`config.mk`:
```
export PLATFORM = sky130hd
export DESIGN_NAME = dmem_lsu_flat
export DESIGN_NICKNAME = d
export VERILOG_FILES = /design/src/rtl/dmem_lsu_if.sv /design/src/rtl/dmem_lsu.sv /design/src/flat_wrapper.sv
export SDC_FILE = /design/constraint.sdc
export NUM_CORES = 1
export LEC_CHECK = 0
export BUFFER_PORTS_ARGS = -buffer_cell sky130_fd_sc_hd__buf_2
export CAP_MARGIN = 30
export CORE_AREA = 2 2 119 132
export DETAILED_ROUTE_END_ITERATION = 10
export DIE_AREA = 0 0 121 134
export PLACE_DENSITY = 0.66
export RECOVER_POWER = 25
export SYNTH_ARGS = -nofsm -noshare
export SYNTH_HDL_FRONTEND = slang
export SYNTH_SLANG_ARGS = --single-unit
```
`constraint.sdc`:
```
create_clock -name i_clk -period 6.6 [get_ports i_clk]
set_input_delay 0.66 -clock i_clk [delete_from_list [all_inputs] [get_ports i_clk]]
set_output_delay 0.66 -clock i_clk [all_outputs]
set_load 0.01 [all_outputs]
```
`src/rtl/dmem_lsu_if.sv`:
```
// Hart-side request/response and data-memory command bundle
// for the load/store unit.
interface dmem_lsu_if;
  logic        req_valid;
  logic        req_ready;
  logic        req_wen;
  logic [31:0] req_addr;
  logic [31:0] req_wdata;
  logic [2:0]  req_funct3;
  logic        rsp_valid;
  logic [31:0] rsp_rdata;
  logic        rsp_trap;
  logic [1:0]  rsp_cause;
  logic [31:0] dmem_addr;
  logic        dmem_ren;
  logic        dmem_wen;
  logic [31:0] dmem_wdata;
  logic [3:0]  dmem_mask;
  logic        dmem_ready;
  logic        dmem_valid;
  logic [31:0] dmem_rdata;

  modport slave (
    input  req_valid, req_wen, req_addr,
    input  req_wdata, req_funct3,
    output req_ready,
    output rsp_valid, rsp_rdata, rsp_trap, rsp_cause,
    output dmem_addr, dmem_ren, dmem_wen,
    output dmem_wdata, dmem_mask,
    input  dmem_ready, dmem_valid, dmem_rdata
  );

  modport master (
    output req_valid, req_wen, req_addr,
    output req_wdata, req_funct3,
    input  req_ready,
    input  rsp_valid, rsp_rdata, rsp_trap, rsp_cause,
    input  dmem_addr, dmem_ren, dmem_wen,
    input  dmem_wdata, dmem_mask,
    output dmem_ready, dmem_valid, dmem_rdata
  );
endinterface

```
`src/rtl/dmem_lsu.sv`:
```
// Load/store unit: one access at a time to a variable-latency
// data memory, with misalign, illegal-width and timeout traps.
module dmem_lsu #(
  parameter int TIMEOUT_CYCLES = 16
) (
  input  logic   i_clk,
  input  logic   i_rst,
  dmem_lsu_if.slave bus
);
  localparam int CW = (TIMEOUT_CYCLES > 0) ?
    $clog2(TIMEOUT_CYCLES + 1) : 1;
  localparam logic [CW-1:0] CNT_LAST = CW'(
    (TIMEOUT_CYCLES > 0) ? TIMEOUT_CYCLES - 1 : 0);

  typedef enum logic [1:0] {
    IDLE, REQ, WAIT, RESP
  } state_t;

  state_t        state_q, state_d;
  logic          wen_q;
  logic [31:0]   addr_q;
  logic [31:0]   wdata_q;
  logic [2:0]    f3_q;
  logic [CW-1:0] cnt_q;
  logic          pend_q, pend_d;
  logic [1:0]    tcause_q;
  logic [31:0]   rdata_q;
  logic          trap_q;
  logic [1:0]    cause_q;

  logic        accept;
  logic        illegal;
  logic        misal;
  logic        expire;
  logic        done;
  logic        tmo;
  logic        in_req;
  logic        rsp_load;
  logic [31:0] rsp_rdata_d;
  logic        rsp_trap_d;
  logic [1:0]  rsp_cause_d;

  function automatic logic [3:0] mask_of(
    input logic [1:0] sz, input logic [1:0] a);
    unique case (sz)
      2'b00:   return 4'b0001 << a;
      2'b01:   return a[1] ? 4'b1100 : 4'b0011;
      default: return 4'b1111;
    endcase
  endfunction

  function automatic logic [31:0] lane_of(
    input logic [1:0] sz, input logic [31:0] w);
    unique case (sz)
      2'b00:   return {4{w[7:0]}};
      2'b01:   return {2{w[15:0]}};
      default: return w;
    endcase
  endfunction

  function automatic logic [31:0] load_ext(
    input logic [31:0] w, input logic [1:0] a,
    input logic [2:0] f);
    logic [31:0] s;
    s = w >> {a, 3'b000};
    unique case (f)
      3'b000:  return {{24{s[7]}}, s[7:0]};
      3'b001:  return {{16{s[15]}}, s[15:0]};
      3'b100:  return {24'd0, s[7:0]};
      3'b101:  return {16'd0, s[15:0]};
      default: return s;
    endcase
  endfunction

  always_comb begin
    illegal = 1'b1;
    unique case (bus.req_funct3)
      3'b000, 3'b001, 3'b010: illegal = 1'b0;
      3'b100, 3'b101:         illegal = bus.req_wen;
      default:                illegal = 1'b1;
    endcase
  end

  assign misal =
    (bus.req_funct3[1:0] == 2'b01 & bus.req_addr[0]) |
    (bus.req_funct3[1:0] == 2'b10 & |bus.req_addr[1:0]);

  assign accept = (state_q == IDLE) & ~pend_q &
                  bus.req_valid;
  assign expire = (TIMEOUT_CYCLES != 0) &&
                  (cnt_q == CNT_LAST);

  // A completion on the final counted cycle beats the timeout.
  always_comb begin
    state_d     = state_q;
    pend_d      = pend_q;
    done        = 1'b0;
    tmo         = 1'b0;
    rsp_load    = 1'b0;
    rsp_rdata_d = '0;
    rsp_trap_d  = 1'b0;
    rsp_cause_d = 2'b00;
    unique case (state_q)
      IDLE: begin
        if (pend_q) begin
          state_d     = RESP;
          pend_d      = 1'b0;
          rsp_load    = 1'b1;
          rsp_trap_d  = 1'b1;
          rsp_cause_d = tcause_q;
        end else if (bus.req_valid) begin
          if (illegal | misal) pend_d = 1'b1;
          else                 state_d = REQ;
        end
      end
      REQ: begin
        if (bus.dmem_ready & bus.dmem_valid)
          done = 1'b1;
        else if (expire)
          tmo = 1'b1;
        else if (bus.dmem_ready)
          state_d = WAIT;
      end
      WAIT: begin
        if (bus.dmem_valid) done = 1'b1;
        else if (expire)    tmo = 1'b1;
      end
      RESP: state_d = IDLE;
      default: state_d = IDLE;
    endcase
    if (done) begin
      state_d     = RESP;
      rsp_load    = 1'b1;
      rsp_rdata_d = wen_q ? 32'd0 :
        load_ext(bus.dmem_rdata, addr_q[1:0], f3_q);
    end
    if (tmo) begin
      state_d     = RESP;
      rsp_load    = 1'b1;
      rsp_trap_d  = 1'b1;
      rsp_cause_d = 2'b10;
    end
  end

  always_ff @(posedge i_clk or posedge i_rst) begin
    if (i_rst) begin
      state_q  <= IDLE;
      pend_q   <= 1'b0;
      wen_q    <= 1'b0;
      addr_q   <= '0;
      wdata_q  <= '0;
      f3_q     <= '0;
      tcause_q <= 2'b00;
      cnt_q    <= '0;
      rdata_q  <= '0;
      trap_q   <= 1'b0;
      cause_q  <= 2'b00;
    end else begin
      state_q <= state_d;
      pend_q  <= pend_d;
      if (accept) begin
        wen_q    <= bus.req_wen;
        addr_q   <= bus.req_addr;
        wdata_q  <= bus.req_wdata;
        f3_q     <= bus.req_funct3;
        tcause_q <= illegal ? 2'b11 : 2'b01;
      end
      if (accept)
        cnt_q <= '0;
      else if (state_q == REQ || state_q == WAIT)
        cnt_q <= cnt_q + CW'(1);
      if (rsp_load) begin
        rdata_q <= rsp_rdata_d;
        trap_q  <= rsp_trap_d;
        cause_q <= rsp_cause_d;
      end
    end
  end

  assign in_req = (state_q == REQ);

  assign bus.req_ready  = (state_q == IDLE) & ~pend_q;
  assign bus.dmem_ren   = in_req & ~wen_q;
  assign bus.dmem_wen   = in_req & wen_q;
  assign bus.dmem_addr  = in_req ?
    {addr_q[31:2], 2'b00} : 32'd0;
  assign bus.dmem_mask  = in_req ?
    mask_of(f3_q[1:0], addr_q[1:0]) : 4'd0;
  assign bus.dmem_wdata = in_req ?
    lane_of(f3_q[1:0], wdata_q) : 32'd0;
  assign bus.rsp_valid  = (state_q == RESP);
  assign bus.rsp_rdata  = rdata_q;
  assign bus.rsp_trap   = trap_q;
  assign bus.rsp_cause  = cause_q;
endmodule
```
`src/flat_wrapper.sv`:
```
// flat-port wrapper written by rule: the top's interface ports become plain ports
module dmem_lsu_flat 
#(
  parameter int TIMEOUT_CYCLES = 16
)
  (i_clk, i_rst, bus_req_valid, bus_req_wen, bus_req_addr, bus_req_wdata, bus_req_funct3, bus_req_ready, bus_rsp_valid, bus_rsp_rdata, bus_rsp_trap, bus_rsp_cause, bus_dmem_addr, bus_dmem_ren, bus_dmem_wen, bus_dmem_wdata, bus_dmem_mask, bus_dmem_ready, bus_dmem_valid, bus_dmem_rdata);
  dmem_lsu_if bus_i ();
  input  logic i_clk;
  input  logic i_rst;
  input wire logic [$bits(bus_i.req_valid)-1:0] bus_req_valid;
  input wire logic [$bits(bus_i.req_wen)-1:0] bus_req_wen;
  input wire logic [$bits(bus_i.req_addr)-1:0] bus_req_addr;
  input wire logic [$bits(bus_i.req_wdata)-1:0] bus_req_wdata;
  input wire logic [$bits(bus_i.req_funct3)-1:0] bus_req_funct3;
  output wire logic [$bits(bus_i.req_ready)-1:0] bus_req_ready;
  output wire logic [$bits(bus_i.rsp_valid)-1:0] bus_rsp_valid;
  output wire logic [$bits(bus_i.rsp_rdata)-1:0] bus_rsp_rdata;
  output wire logic [$bits(bus_i.rsp_trap)-1:0] bus_rsp_trap;
  output wire logic [$bits(bus_i.rsp_cause)-1:0] bus_rsp_cause;
  output wire logic [$bits(bus_i.dmem_addr)-1:0] bus_dmem_addr;
  output wire logic [$bits(bus_i.dmem_ren)-1:0] bus_dmem_ren;
  output wire logic [$bits(bus_i.dmem_wen)-1:0] bus_dmem_wen;
  output wire logic [$bits(bus_i.dmem_wdata)-1:0] bus_dmem_wdata;
  output wire logic [$bits(bus_i.dmem_mask)-1:0] bus_dmem_mask;
  input wire logic [$bits(bus_i.dmem_ready)-1:0] bus_dmem_ready;
  input wire logic [$bits(bus_i.dmem_valid)-1:0] bus_dmem_valid;
  input wire logic [$bits(bus_i.dmem_rdata)-1:0] bus_dmem_rdata;
  assign bus_i.req_valid = bus_req_valid;
  assign bus_i.req_wen = bus_req_wen;
  assign bus_i.req_addr = bus_req_addr;
  assign bus_i.req_wdata = bus_req_wdata;
  assign bus_i.req_funct3 = bus_req_funct3;
  assign bus_req_ready = bus_i.req_ready;
  assign bus_rsp_valid = bus_i.rsp_valid;
  assign bus_rsp_rdata = bus_i.rsp_rdata;
  assign bus_rsp_trap = bus_i.rsp_trap;
  assign bus_rsp_cause = bus_i.rsp_cause;
  assign bus_dmem_addr = bus_i.dmem_addr;
  assign bus_dmem_ren = bus_i.dmem_ren;
  assign bus_dmem_wen = bus_i.dmem_wen;
  assign bus_dmem_wdata = bus_i.dmem_wdata;
  assign bus_dmem_mask = bus_i.dmem_mask;
  assign bus_i.dmem_ready = bus_dmem_ready;
  assign bus_i.dmem_valid = bus_dmem_valid;
  assign bus_i.dmem_rdata = bus_dmem_rdata;
  dmem_lsu #(.TIMEOUT_CYCLES(TIMEOUT_CYCLES)) u_core (.i_clk(i_clk), .i_rst(i_rst), .bus(bus_i));
endmodule
```
=== After elaboration in Yosys (flattened, before gate mapping) ===
Index checks and enable logic that the tools add are counted.

* Input port bits: 105
* Bits in read-only memories: 0
* Flip-flop bits (word level): 113
* Memory bits (writable): 0
* Word-level logic and storage cells: 95
* Bits in latches: 0
* Output and inout bits: 107
* Memories kept: 0

* Bitwise gates (word level): 11
* Divide/modulo/power cells: 0
* $mul: 0
* Equal/unequal tests: 19
* Add/subtract/negate cells: 1
* Multiplexer cells: 40
* Reductions and logical operators: 11
* Shift-type cells: 2
* Order comparisons: 0

{| class="wikitable"
|+ Operator list
! cell !! count
|-
| two-way mux 32 bit || 4
|-
| case mux 32 bit (4 select lines) || 1
|-
| case mux 32 bit (2 select lines) || 1
|-
| right shift 32 x 5 -> 32 bit || 1
|-
| two-way mux 2 bit || 12
|-
| two-way mux 1 bit || 13
|-
| equality test 3 bit, second input constant || 4
|-
| two-way mux 5 bit || 2
|-
| != test 5 x 2 -> 1 bit, second input constant || 2
|-
| two-way mux 4 bit || 2
|-
| != test 4 x 2 -> 1 bit, second input constant || 2
|-
| case mux 4 bit (2 select lines) || 1
|-
| AND 1 bit || 7
|-
| equality test 2 x 1 -> 1 bit, second input constant || 3
|-
| equality test 2 bit, second input constant || 3
|-
| equality test 3 x 1 -> 1 bit, second input constant || 2
|-
| logical NOT 3 bit || 2
|-
| case mux 1 bit (2 select lines) || 3
|-
| case mux 2 bit (3 select lines) || 1
|-
| AND reduction 6 bit || 1
|-
| adder 5 x 1 -> 5 bit, second input constant || 1
|-
| equality test 5 x 4 -> 1 bit, second input constant || 1
|-
| nonzero test 5 bit || 1
|-
| logical NOT 2 bit || 2
|-
| other kinds (9) || 12
|}

=== Depth between registers and ports, before layout ===
Gate-level depths: netlist (run 1).

* Depth in word-level cells: 10
* Depth in mapped cells: 8
* Mapped depth without buffers: 7

=== Least setup slack after synthesis (run 1) ===
No wires, ideal clock.

* Kind: reg-to-output
* Start: register u_core.f3_q[1]
* End: output bus_dmem_wdata[10]
* Buffers on the path: 3
* Required time: 5940 ps
* Cell stages (with the launch flop): 7
* Slack: 4530 ps
* Arrival: 1410 ps
* Cell sequence: dfrtp_1 clkbuf_1 or2_1 clkbuf_1 clkbuf_1 nand2_1 a21boi_1

* Longest elaborated chain between the ends: 3
* Elaborated cells on any way between the ends: 4
* Those cells by class: eq/ne: 1; mux: 2; reduce/logical: 1

{| class="wikitable"
|+ RTL lines
! element !! line !! source
|-
| start: declaration || dmem_lsu.sv:23 || <nowiki>logic [2:0] f3_q;</nowiki>
|-
| start signal: assignment || dmem_lsu.sv:165 || <nowiki>f3_q <= bus.req_funct3;</nowiki>
|-
| equality test 2 x 1 -> 1 bit or logical NOT 2 bit (tied branches) || dmem_lsu.sv:54 || <nowiki>unique case (sz)</nowiki>
|-
| case mux 32 bit (2 select lines) * || dmem_lsu.sv:54 ||
|-
| two-way mux 32 bit * || dmem_lsu.sv:189 || <nowiki>assign bus.dmem_wdata = in_req ?</nowiki>
|-
| end: declaration || flat_wrapper.sv:23 || <nowiki>output wire logic [$bits(bus_i.dmem_wdata)-1:0] bus_dmem_wdata;</nowiki>
|}

Mark *: on every way between the ends. The rest lies on a longest branch, timed or not.

=== Final worst setup path (run 1) ===
* Start: register u_core.state_q[1]
* End: register u_core.rdata_q[19], in the netlist u_core.bus.rsp_rdata[19]

* Longest elaborated chain between the ends: 4
* Elaborated cells on any way between the ends: 9
* Those cells by class: eq/ne: 2; mux: 6; reduce/logical: 1

{| class="wikitable"
|+ RTL lines
! element !! line !! source
|-
| start: declaration || dmem_lsu.sv:19 || <nowiki>state_t state_q, state_d;</nowiki>
|-
| start signal: assignment || dmem_lsu.sv:159 || <nowiki>state_q <= state_d;</nowiki>
|-
| equality test 2 bit (tied with other cells) || dmem_lsu.sv:103 || <nowiki>unique case (state_q)</nowiki>
|-
| case mux 1 bit (2 select lines) or two-way mux 1 bit (tied branches) || dmem_lsu.sv:103 ||
|-
| two-way mux 1 bit || dmem_lsu.sv:131 || <nowiki>if (done) begin</nowiki>
|-
| two-way mux 1 bit || dmem_lsu.sv:137 || <nowiki>if (tmo) begin</nowiki>
|-
| end signal: assignment || dmem_lsu.sv:173 || <nowiki>rdata_q <= rsp_rdata_d;</nowiki>
|-
| end: declaration || dmem_lsu.sv:27 || <nowiki>logic [31:0] rdata_q;</nowiki>
|}

Several ways; a longest one is shown, not always the timed one.
A chain may end at the register's enable or synchronous reset.

==> results.sh, run 1 <==
export IMPL_finalSetupTns_ns=0
export IMPL_crit_type="flip-flop to flip-flop"
export IMPL_grt_pass1_wl_mm=25.49
export IMPL_tightest_slew_ns=1.706
export IMPL_hp_class="input pin to flip-flop"
export IMPL_p_leak_nw=4.079
export IMPL_drtPass1Iterations=4
export IMPL_hold_viol=0
export IMPL_grt_util_all_layers_pct=20.06
export IMPL_reg2reg_depth=7
export IMPL_grt_max_degree=76
export IMPL_synth_async_reset_ratio_pct=100.0
export IMPL_wl_per_cell_um=15.20
export IMPL_violations="max-capacitance violations, max-slew violations"
export IMPL_r2r_end="u_core.bus.rsp_rdata[19]"
export IMPL_clkLatencyLatePin_ns=0.41
export IMPL_synth_top_area_share_pct=48.52
export IMPL_gp_congestion=0.8202
export IMPL_peakVddDrop_v=0.0001741
export IMPL_post_route_min_period_ns=3.439
export IMPL_clkSinkCount=113
export IMPL_htree_num_levels=4
export IMPL_power_density_mw_per_mm2=490.0
export IMPL_drc=0
export IMPL_hold_buffers=0
export IMPL_period_share_pct=52.10
export IMPL_rsz0062_at_grt="no"
export IMPL_start_kind="flip-flop"
export IMPL_endpoint="u_core.bus.rsp_rdata[19]"
export IMPL_drive_gt1_share_pct=29.62
export IMPL_overflow=0
export IMPL_synthFlopType="dfrtp_1"
export IMPL_clock_path_buffers=2
export IMPL_finalSetupViolations=0
export IMPL_die_h_um=134
export IMPL_cp_max_fo=52
export IMPL_row_count=47
export IMPL_detail_route_antenna_nets=0
export IMPL_synth_top_area_cell="dfrtp_1"
export IMPL_dr_max_layer_used="met4"
export IMPL_clock_skew_ns=0.008636
export IMPL_worstSetupEndpointType="flip-flop"
export IMPL_die_area_mm2=0.01621
export IMPL_drv_cap=1
export IMPL_grt_pass1_vias=5062
export IMPL_routed_via_density=4.959
export IMPL_ios=212
export IMPL_drt_iter0_markers=409
export IMPL_postCtsSetupBuffers=0
export IMPL_synth_area_leaders="dfrtp_1 49%, nand2_1 15%, mux2i_1 5.8%, and2_1 5.2%, a221o_1 2.7%"
export IMPL_syn_avg_cell_area_um2=8.844
export IMPL_portBuffers=209
export IMPL_slew_headroom_pct=-14.36
export IMPL_status="complete, but fails checks"
export IMPL_nets=962
export IMPL_syn_instance_count=659
export IMPL_arrival_ns=3.78
export IMPL_initial_utilization_pct=39.17
export IMPL_route_met3_wl_um=828
export IMPL_antenna_found_initial=1
export IMPL_cp_required_ns=6.94
export IMPL_wirelength_met1_mm=7.097
export IMPL_wl_met2_mm=7.782
export IMPL_synth_edf_count=0
export IMPL_finalWorstSetupSlack_ns=3.161
export IMPL_place_area_mm2=0.006990
export IMPL_wl_mm=16.09
export IMPL_ys_seq_area_share_pct=48.52
export IMPL_vias=5247
export IMPL_core_area_mm2=0.01488
export IMPL_path_clk_slew_ns=0.05
export IMPL_slew_viol_final=40
export IMPL_root_buffer="clkbuf_16"
export IMPL_cts_buffers=17
export IMPL_syn_area_mm2=0.005828
export IMPL_max_freq_mhz=290.8
export IMPL_die_width_um=121
export IMPL_synth_cell_types=48
export IMPL_reg2reg_from="u_core.state_q[1]"
export IMPL_stdcell_area_mm2=0.007601
export IMPL_area_delta_synth_final_pct=30.42
export IMPL_r2r_setup_slack_ns=3.16
export IMPL_place_ws_ns=3.134
export IMPL_cts_resized_gates=0
export IMPL_ys_warn_count=0
export IMPL_startpoint="u_core.state_q[1]"
export IMPL_synth_seq_cells=113
export IMPL_dpl_hpwl_mm=11.30
export IMPL_cts_tree="yes"
export IMPL_holdCritStartpoint="bus_req_addr[8]"
==> cell type report <==
| type | instances | area [µm²] |
|---|---|---|
| Tap cell | 196 | 245.2 |
| Clock buffer | 22 | 474.2 |
| Clock inverter | 7 | 85.08 |
| Timing Repair Buffer | 218 | 1161 |
| Fill cell | 1431 | 7277 |
| Antenna cell | 1 | 2.502 |
| Multi-Input combinational cell | 494 | 2778 |
| Inverter | 7 | 27.53 |
| Sequential cell | 113 | 2828 |
==> worst max-delay path, stage by stage (launching register included) <==
cell and delay [ns]:
dfrtp_1 0.41, inv_1 0.10, ha_2 0.45, buf_12 0.26, a21o_1 0.16, nand4b_1 0.73, nor3_2 1.04, a221o_1 0.21
==> cells by family after synthesis <==
group / share of synthesized area [%]
compound gates: 11.59
xor+xnor: 0.4509
fa+ha+maj: 1.288
buf+inv: 4.058
flops: 48.52
mux: 7.772
other cells: 0.06434
simple gates: 26.26
==> placed cells by master, fill, tap and decap left out, types with 8 or more instances in the layout <==
cell / instances
o21ai_1: 12
mux2i_1: 34
nor2b_1: 12
dfrtp_1: 113
buf_2: 208
a21oi_1: 19
clkbuf_16: 17
a221o_1: 16
a21boi_1: 10
nor2_1: 27
o21ai_0: 8
nand2_1: 232
and2_1: 47
nand3b_1: 8
o2bb2ai_1: 15
==> registers in the layout, indices dropped and copies added (netlist names) <==
| register | cells |
|---|---|
| u_core.addr_q | 32 |
| u_core.tcause_q | 2 |
| u_core.wen_q | 1 |
| u_core.bus.rsp_rdata | 32 |
| u_core.bus.rsp_cause | 2 |
| u_core.wdata_q | 32 |
| u_core.bus.rsp_trap | 1 |
| u_core.pend_q | 1 |
| u_core.state_q | 2 |
| u_core.cnt_q | 5 |
| u_core.f3_q | 3 |
==> cell usage after synthesis (8+ instances only) <==
library cell and n:
and2_1 48, mux2i_1 34, a21oi_1 20, o2bb2ai_1 15, nand2_1 233, nor2b_1 12, dfrtp_1 113, a21boi_1 10
o21ai_1 12, clkbuf_1 25, a221o_1 16, buf_2 12, nand3b_1 8, o21ai_0 8, nor2_1 27
==> stage by stage <==
stage               util (%)  hold WS [ns]  power, mW  instances
CTS                    50.74        0.2948      3.740       1055
global placement       46.85        0.4486      2.815       1025
detailed placement     46.99        0.4540      2.855       1026
global route           51.09        0.4399      4.024       1058
finish                 51.09        0.4422      3.724       1058
floorplan                  -        0.4343      2.315        660
==> worst min path at each step <==
stage | to | cells past startpoint
floorplan | u_core.tcause_q[0] | 1
global placement | u_core.tcause_q[0] | 1
detailed placement | u_core.tcause_q[0] | 1
CTS | u_core.addr_q[21] | 2
global route | u_core.wdata_q[4] | 3
finish | u_core.addr_q[8] | 3
==> layer usage <==
metal / GRT usage, % / vias up
met5: 0 / -
met2: 32.12 / 159
met4: 8.010 / 0
li1: - / 2561
met3: 3.784 / 25
met1: 26.81 / 2502
==> where the power goes <==
part	total [mW]	switching, mW	leakage, nW	internal (mW)
Sequential	1.24	0.233	1.44	1.01
Clock	0.864	0.290	0.281	0.574
Combinational	1.62	0.921	2.36	0.701
Total	3.72	1.44	4.08	2.28
(Power assumes the default switching activity.)
==> run 2, diff against run 1 <==
==> constraint.sdc (replaced) <==
create_clock -name i_clk -period 3.2 [get_ports i_clk]
set_input_delay 0.32 -clock i_clk [delete_from_list [all_inputs] [get_ports i_clk]]
set_output_delay 0.32 -clock i_clk [all_outputs]
set_load 0.01 [all_outputs]
==> run 2 against run 1 <==
  * The flow still finishes with violations (max-capacitance violations, max-slew violations)
  * Via count is 0.32% lower
  * Sequential share of layout area shrank 0.24 points
  * First-iteration DRC count decreased by 11%
  * Non-clock buffer count increased by 3
  * Count of clock-buffer cells in the layout increased by 1
  * Power grew 110%
  * Sequential cell count is the same
  * Clock power rose by 130%
  * Register-to-register slack worse by 2.3 ns
  * Highest routed layer unchanged
==> results.sh, run 2 (same netlist as run 1, synthesis figures left out) <==
export IMPL_clkLatencyLatePin_ns=0.41
export IMPL_die_h_um=134
export IMPL_start_kind="flip-flop"
export IMPL_stdcell_area_mm2=0.007651
export IMPL_crit_type="flip-flop to output pin"
export IMPL_path_clk_slew_ns=0.05
export IMPL_postCtsSetupBuffers=0
export IMPL_core_area_mm2=0.01488
export IMPL_p_seq_share_pct=32.1
export IMPL_antennaDiodeCount=0
export IMPL_area_delta_synth_final_pct=31.28
export IMPL_slew_headroom_pct=-74.66
export IMPL_power_frac_comb_pct=42.8
export IMPL_grt_pass1_wl_mm=26.03
export IMPL_clkSinkCount=113
export IMPL_swShare_pct=38.46
export IMPL_peakVddDrop_v=0.0003754
export IMPL_ios=212
export IMPL_power_density_mw_per_mm2=1023
export IMPL_cp_max_fo=45
export IMPL_cts_tree="yes"
export IMPL_initial_utilization_pct=39.17
export IMPL_portBuffers=209
export IMPL_final_cell_mix="232 x nand2_1, 209 x buf_2, 113 x dfrtp_1, 47 x and2_1, 34 x mux2i_1"
export IMPL_vias=5230
export IMPL_power_total_mw=7.830
export IMPL_hold_ws_ns=0.09522
export IMPL_wl_mm=16.24
export IMPL_drtPass1Iterations=4
export IMPL_max_freq_mhz=385.4
export IMPL_drive_gt1_share_pct=30.33
export IMPL_cp_required_ns=2.88
export IMPL_grt_util_all_layers_pct=20.52
export IMPL_layout_commonest_cell="nand2_1"
export IMPL_slew_viol_final=114
export IMPL_clock_skew_ns=0.008122
export IMPL_drt_iter0_markers=362
export IMPL_rsz0062_at_grt="no"
export IMPL_wl_per_cell_um=15.28
export IMPL_grt_pass1_vias=5107
export IMPL_finalSetupTns_ns=0
export IMPL_hold_buffers=0
export IMPL_grt_max_degree=114
export IMPL_row_count=47
export IMPL_die_width_um=121
export IMPL_worstSetupEndpointType="output pin"
export IMPL_finalSetupViolations=0
export IMPL_routed_via_density=4.920
export IMPL_die_area_mm2=0.01621
export IMPL_tightest_slew_ns=2.620
export IMPL_p_switching_mw=3.011
export IMPL_drc=0
export IMPL_hold_viol=0
export IMPL_clock_path_buffers=2
export IMPL_htree_num_levels=4
export IMPL_period_share_pct=81.09
export IMPL_status="complete, but fails checks"
export IMPL_clkPwrFrac_pct=25.1
export IMPL_antenna_found_initial=0
export IMPL_post_route_min_period_ns=2.595
export IMPL_drv_cap=1
export IMPL_arrival_ns=2.28
export IMPL_cts_buffers=17
export IMPL_cts_resized_gates=0
export IMPL_detail_route_antenna_nets=0
export IMPL_nets=965
export IMPL_hp_class="input pin to flip-flop"
export IMPL_gp_congestion=0.8209
export IMPL_violations="max-capacitance violations, max-slew violations"
export IMPL_p_leak_nw=4.099
export IMPL_dpl_hpwl_mm=11.40
export IMPL_root_buffer="clkbuf_16"
export IMPL_internal_power_mw=4.819
export IMPL_place_area_mm2=0.007042
export IMPL_overflow=0
[run 2: cell count changes in the layout (fill, tap and decap cells not counted)]
cell / change
buf_16: -2
buf_4: +5
clkinv_2: -2
buf_2: +1
bufinv_16: +1
clkbuf_8: +2
clkinvlp_2: -1
diode_2: -1
clkbuf_1: -2
clkinvlp_4: +4
[run 2: layout make-up]
class / instances / area [µm²]
Fill cell: 1435 / 7227
Sequential cell: 113 / 2828
Multi-Input combinational cell: 494 / 2778
Timing Repair Buffer: 221 / 1145
Clock buffer: 23 / 498.0
Tap cell: 196 / 245.2
Clock inverter: 9 / 127.6
Inverter: 7 / 30.03
[run 2: metal layers]
| metal | vias up | part of all wire, % | wire length [µm] | track usage [%] |
|---|---|---|---|---|
| li1 | 2570 | - | - | - |
| met1 | 2476 | 44 | 7156 | 26.92 |
| met2 | 161 | 48 | 7851 | 32.37 |
| met3 | 23 | 5.8 | 946 | 5.272 |
| met4 | 0 | 1.8 | 286 | 8.333 |
| met5 | - | 0 | 0 | 0 |
[run 2: worst paths after layout]
check                      slack, ns         startpoint  cells past startpoint                  endpoint
max                             0.60  u_core.state_q[1]                      5        bus_dmem_wdata[13]
min                              0.1    bus_req_addr[7]                      3          u_core.addr_q[7]
max reg2reg                     0.82    u_core.cnt_q[0]                      8  u_core.bus.rsp_rdata[17]
min reg2reg                     0.46  u_core.addr_q[16]                      2         u_core.addr_q[16]
max in group asynchronous       0.74              i_rst                      3         u_core.addr_q[28]
min in group asynchronous       0.84              i_rst                      3         u_core.addr_q[27]
[run 2: critical path, stage by stage, from the launching register on]
cell      delay (ns)
dfrtp_1         0.41
inv_1           0.09
ha_2            0.49
buf_4           0.43
a21boi_1        0.27
buf_2           0.17
[run 2: power groups by stage]
stage                     registers (mW)  logic (mW)  clock network (mW)
after CTS                           2.51        3.40                2.01
final                               2.51        3.35                1.96
after floorplan                     2.47        2.30                   0
after global routing                2.60        3.76                2.07
after detailed placement            2.52        3.39                   0
after global placement              2.52        3.34                   0
[run 2: through the flow]
stage,worst slack (ns),utilization [%],std cells
floorplan,1.172,-,660
global placement,0.8441,47.33,1031
detailed placement,0.7894,47.33,1031
CTS,0.5710,51.53,1063
global route,0.2734,51.43,1063
finish,0.6050,51.43,1063
==> run 3, diff against run 2 <==
--- a/config.mk
+++ b/config.mk
@@ -5,12 +5,13 @@
 export SDC_FILE = /design/constraint.sdc
 export NUM_CORES = 1
 export LEC_CHECK = 0
+export ABC_AREA = 1
 export BUFFER_PORTS_ARGS = -buffer_cell sky130_fd_sc_hd__buf_2
 export CAP_MARGIN = 30
-export CORE_AREA = 2 2 119 132
+export CORE_AREA = 2 2 119 133
 export DETAILED_ROUTE_END_ITERATION = 10
-export DIE_AREA = 0 0 121 134
-export PLACE_DENSITY = 0.66
+export DIE_AREA = 0 0 121 135
+export PLACE_DENSITY = 0.68
 export RECOVER_POWER = 25
 export SYNTH_ARGS = -nofsm -noshare
 export SYNTH_HDL_FRONTEND = slang
==> constraint.sdc (replaced) <==
create_clock -name i_clk -period 2.31 [get_ports i_clk]
set_input_delay 0.231 -clock i_clk [delete_from_list [all_inputs] [get_ports i_clk]]
set_output_delay 0.231 -clock i_clk [all_outputs]
set_load 0.01 [all_outputs]
==> run 3 against run 2 <==
  * The flow still finishes with violations (max-capacitance violations, max-slew violations)
  * Critical path depth rose by 1
  * Clock skew fell by 0.0025 ns
  * Sequential share of layout area fell by 1.9 points
  * Global-route usage rose by 2.0 points
  * Final cell count rose by 19%
  * Wire length rose by 10%
  * First-iteration DRC count rose by 29%
  * Critical endpoint is now bus_dmem_wdata[24]
==> results.sh, run 3 <==
export IMPL_ys_top_cells_by_count="417 x nand2_1, 113 x dfrtp_1, 74 x inv_1"
export IMPL_synth_compound_area_share_pct=7.598
export IMPL_initial_utilization_pct=39.63
export IMPL_die_h_um=135
export IMPL_clock_skew_ns=0.005642
export IMPL_ys_seq_area_share_pct=47.96
export IMPL_reg2reg_depth=9
export IMPL_place_ws_ns=0.2593
export IMPL_drive_gt1_share_pct=25.47
export IMPL_cpLargestDelayFamily="buffers and inverters"
export IMPL_synth_mux_area_share_pct=0
export IMPL_place_area_mm2=0.007106
export IMPL_overflow=0
export IMPL_synthSimpleGateAreaFrac_pct=34.04
export IMPL_root_buffer="clkbuf_16"
export IMPL_area_delta_synth_final_pct=36.76
export IMPL_path_buf_inv=3
export IMPL_hp_class="input pin to flip-flop"
export IMPL_slowest_stage="dfrtp_1"
export IMPL_drc=0
export IMPL_whs_path_depth=3
export IMPL_synth_async_reset_ratio_pct=100.0
export IMPL_synth_cell_types=28
export IMPL_vias=6083
export IMPL_arrival_ns=1.91
export IMPL_grt_pass1_vias=5785
export IMPL_swShare_pct=40.66
export IMPL_cts_tree="yes"
export IMPL_syn_area_mm2=0.005896
export IMPL_wl_mm=17.93
export IMPL_p_seq_share_pct=29.7
export IMPL_path_cells="inv_1 -> ha_2 -> buf_8 -> o21ai_0 -> nor2_1 -> buf_2"
export IMPL_clkLatencyLatePin_ns=0.42
export IMPL_synthFlopType="dfrtp_1"
export IMPL_synth_top_area_cell="dfrtp_1"
export IMPL_drtPass1Iterations=5
export IMPL_die_area_mm2=0.01634
export IMPL_synth_top_family_by_area="simple AND/OR/NAND/NOR gates"
export IMPL_finalNonFillerCells=1268
export IMPL_rsz0062_at_grt="no"
export IMPL_hold_viol=0
export IMPL_crit_cells=6
export IMPL_violations="max-capacitance violations, max-slew violations"
export IMPL_path_clk_slew_ns=0.06
export IMPL_worstSetupEndpointType="output pin"
export IMPL_synth_fa_ha_area_share_pct=1.273
export IMPL_nets=1170
export IMPL_grt_pass1_wl_mm=28.75
export IMPL_ys_warn_count=0
export IMPL_die_width_um=121
export IMPL_drv_cap=1
export IMPL_synth_most_common_cell="nand2_1"
export IMPL_crit_type="flip-flop to output pin"
export IMPL_power_total_mw=11.79
export IMPL_start_kind="flip-flop"
export IMPL_ios=212
export IMPL_syn_avg_cell_area_um2=7.044
export IMPL_status="complete, but fails checks"
export IMPL_synth_xor_area_share_pct=0.1486
export IMPL_synth_top_area_share_pct=47.96
export IMPL_holdCritStartpoint="bus_req_wdata[25]"
export IMPL_cts_buffers=17
export IMPL_period_share_pct=92.89
export IMPL_post_route_min_period_ns=2.146
export IMPL_tightest_slew_ns=1.546
export IMPL_synth_seq_cells=113
export IMPL_layout_commonest_cell="nand2_1"
export IMPL_grt_max_degree=114
export IMPL_dpl_hpwl_mm=12.50
export IMPL_syn_instance_count=837
export IMPL_hold_ws_ns=0.01313
export IMPL_row_count=47
export IMPL_reg2reg_from="u_core.cnt_q[0]"
export IMPL_cp_slowest_stage_delay_ns=0.41
export IMPL_cp_required_ns=2.08
export IMPL_detail_route_antenna_nets=0
export IMPL_gp_congestion=0.9286
export IMPL_routed_via_density=4.797
export IMPL_final_util_pct=54.19
export IMPL_clkSinkCount=113
export IMPL_max_freq_mhz=466.1
export IMPL_finalSetupTns_ns=0
export IMPL_cp_max_fo=36
export IMPL_p_switching_mw=4.795
export IMPL_startpoint="u_core.state_q[1]"
export IMPL_antennaDiodeCount=0
export IMPL_slew_headroom_pct=-3.038
export IMPL_final_cell_mix="416 x nand2_1, 209 x buf_2, 111 x dfrtp_1, 73 x inv_1, 52 x nor2_1"
export IMPL_drt_iter0_markers=467
export IMPL_antenna_found_initial=2
export IMPL_wl_per_cell_um=14.14
export IMPL_synth_edf_count=0
export IMPL_clock_path_buffers=2
export IMPL_finalSetupViolations=0
export IMPL_slew_viol_final=114
export IMPL_core_area_mm2=0.01488
export IMPL_internal_power_mw=6.996
export IMPL_peakVddDrop_v=0.0006614
export IMPL_p_leak_nw=4.930
export IMPL_dp_cells=1212
export IMPL_portBuffers=209
export IMPL_stdcell_area_mm2=0.008063
export IMPL_htree_num_levels=4
export IMPL_finalWorstSetupSlack_ns=0.1643
export IMPL_clkPwrFrac_pct=27.2
export IMPL_synth_area_leaders="dfrtp_1 48%, nand2_1 27%, inv_1 4.7%, nor2_1 3.3%, o21ai_0 3.1%"
export IMPL_power_density_mw_per_mm2=1462
export IMPL_grt_util_all_layers_pct=22.57
export IMPL_power_frac_comb_pct=43.2
## run 3: cell count changes in the layout (fill, tap and decap cells not counted), sizes merged, moves of 15 or more
cell,change
a221o,-16
o2bb2ai,-15
inv,+74
mux2i,-34
o21ai,+17
dlygate4sd3,+24
nand3,+18
and2,-48
nand2,+187
nor2,+29
## run 3: kinds of logic after synthesis
family,after synthesis
buffers and inverters,124
xor gates and xnor gates,1
AOI/OAI and AO/OA,83
adders and majority gates,6
and+or+nand+nor,509
other,1
DFF,113
## run 3: cell type report
class,count,area (µm²)
Fill cell,1406,6815
Sequential cell,113,2830
Clock inverter,10,252.7
Timing Repair Buffer,245,1409
Tap cell,196,245.2
Clock buffer,22,464.2
Multi-Input combinational cell,601,2556
Inverter,81,305.3
## run 3: routing by layer
metal  GRT usage, %  up-vias  part of all wire, %
li1               -     3003                    -
met4          10.01        4                  3.1
met2          36.24      275                   47
met5              0        -                 0.15
met1          28.41     2756                   41
met3          6.250       45                  8.5
## run 3: worst paths after layout
kind,end,slack [ns]
max,bus_dmem_wdata[24],0.16
min,u_core.wdata_q[25],0.01
max reg2reg,u_core.bus.rsp_rdata[23],0.28
min reg2reg,u_core.bus.rsp_cause[1],0.47
max in group asynchronous,u_core.f3_q[1],0.86
min in group asynchronous,u_core.addr_q[31],0.39
## run 3: worst register-to-register path, cell delays in order (launching register included)
cell and delay, ns:
dfrtp_1 0.40, ha_1 0.22, inv_1 0.07, nor3_1 0.05, ha_1 0.20, nand4_1 0.11, nand2_1 0.11, nor2_4 0.58
nand2_1 0.13, nand2_1 0.10
## run 3: power by group through the flow
stage	clock (mW)	combinational (mW)	sequential, mW
after floorplan	0	3.35	3.46
after global placement	0	5.01	3.50
after detailed placement	0	5.07	3.49
after CTS	3.25	5.13	3.49
after global routing	3.34	5.79	3.61
final	3.20	5.09	3.50
## run 3: repair_timing
item / CTS / global route
hold buffers: 24 / 0
setup buffers: 0 / 0
cloned: 0 / 0
gates resized for setup: 1 / 4
endpoints found under the hold margin: 24 / 0
endpoints found under the setup margin: 1 / 17
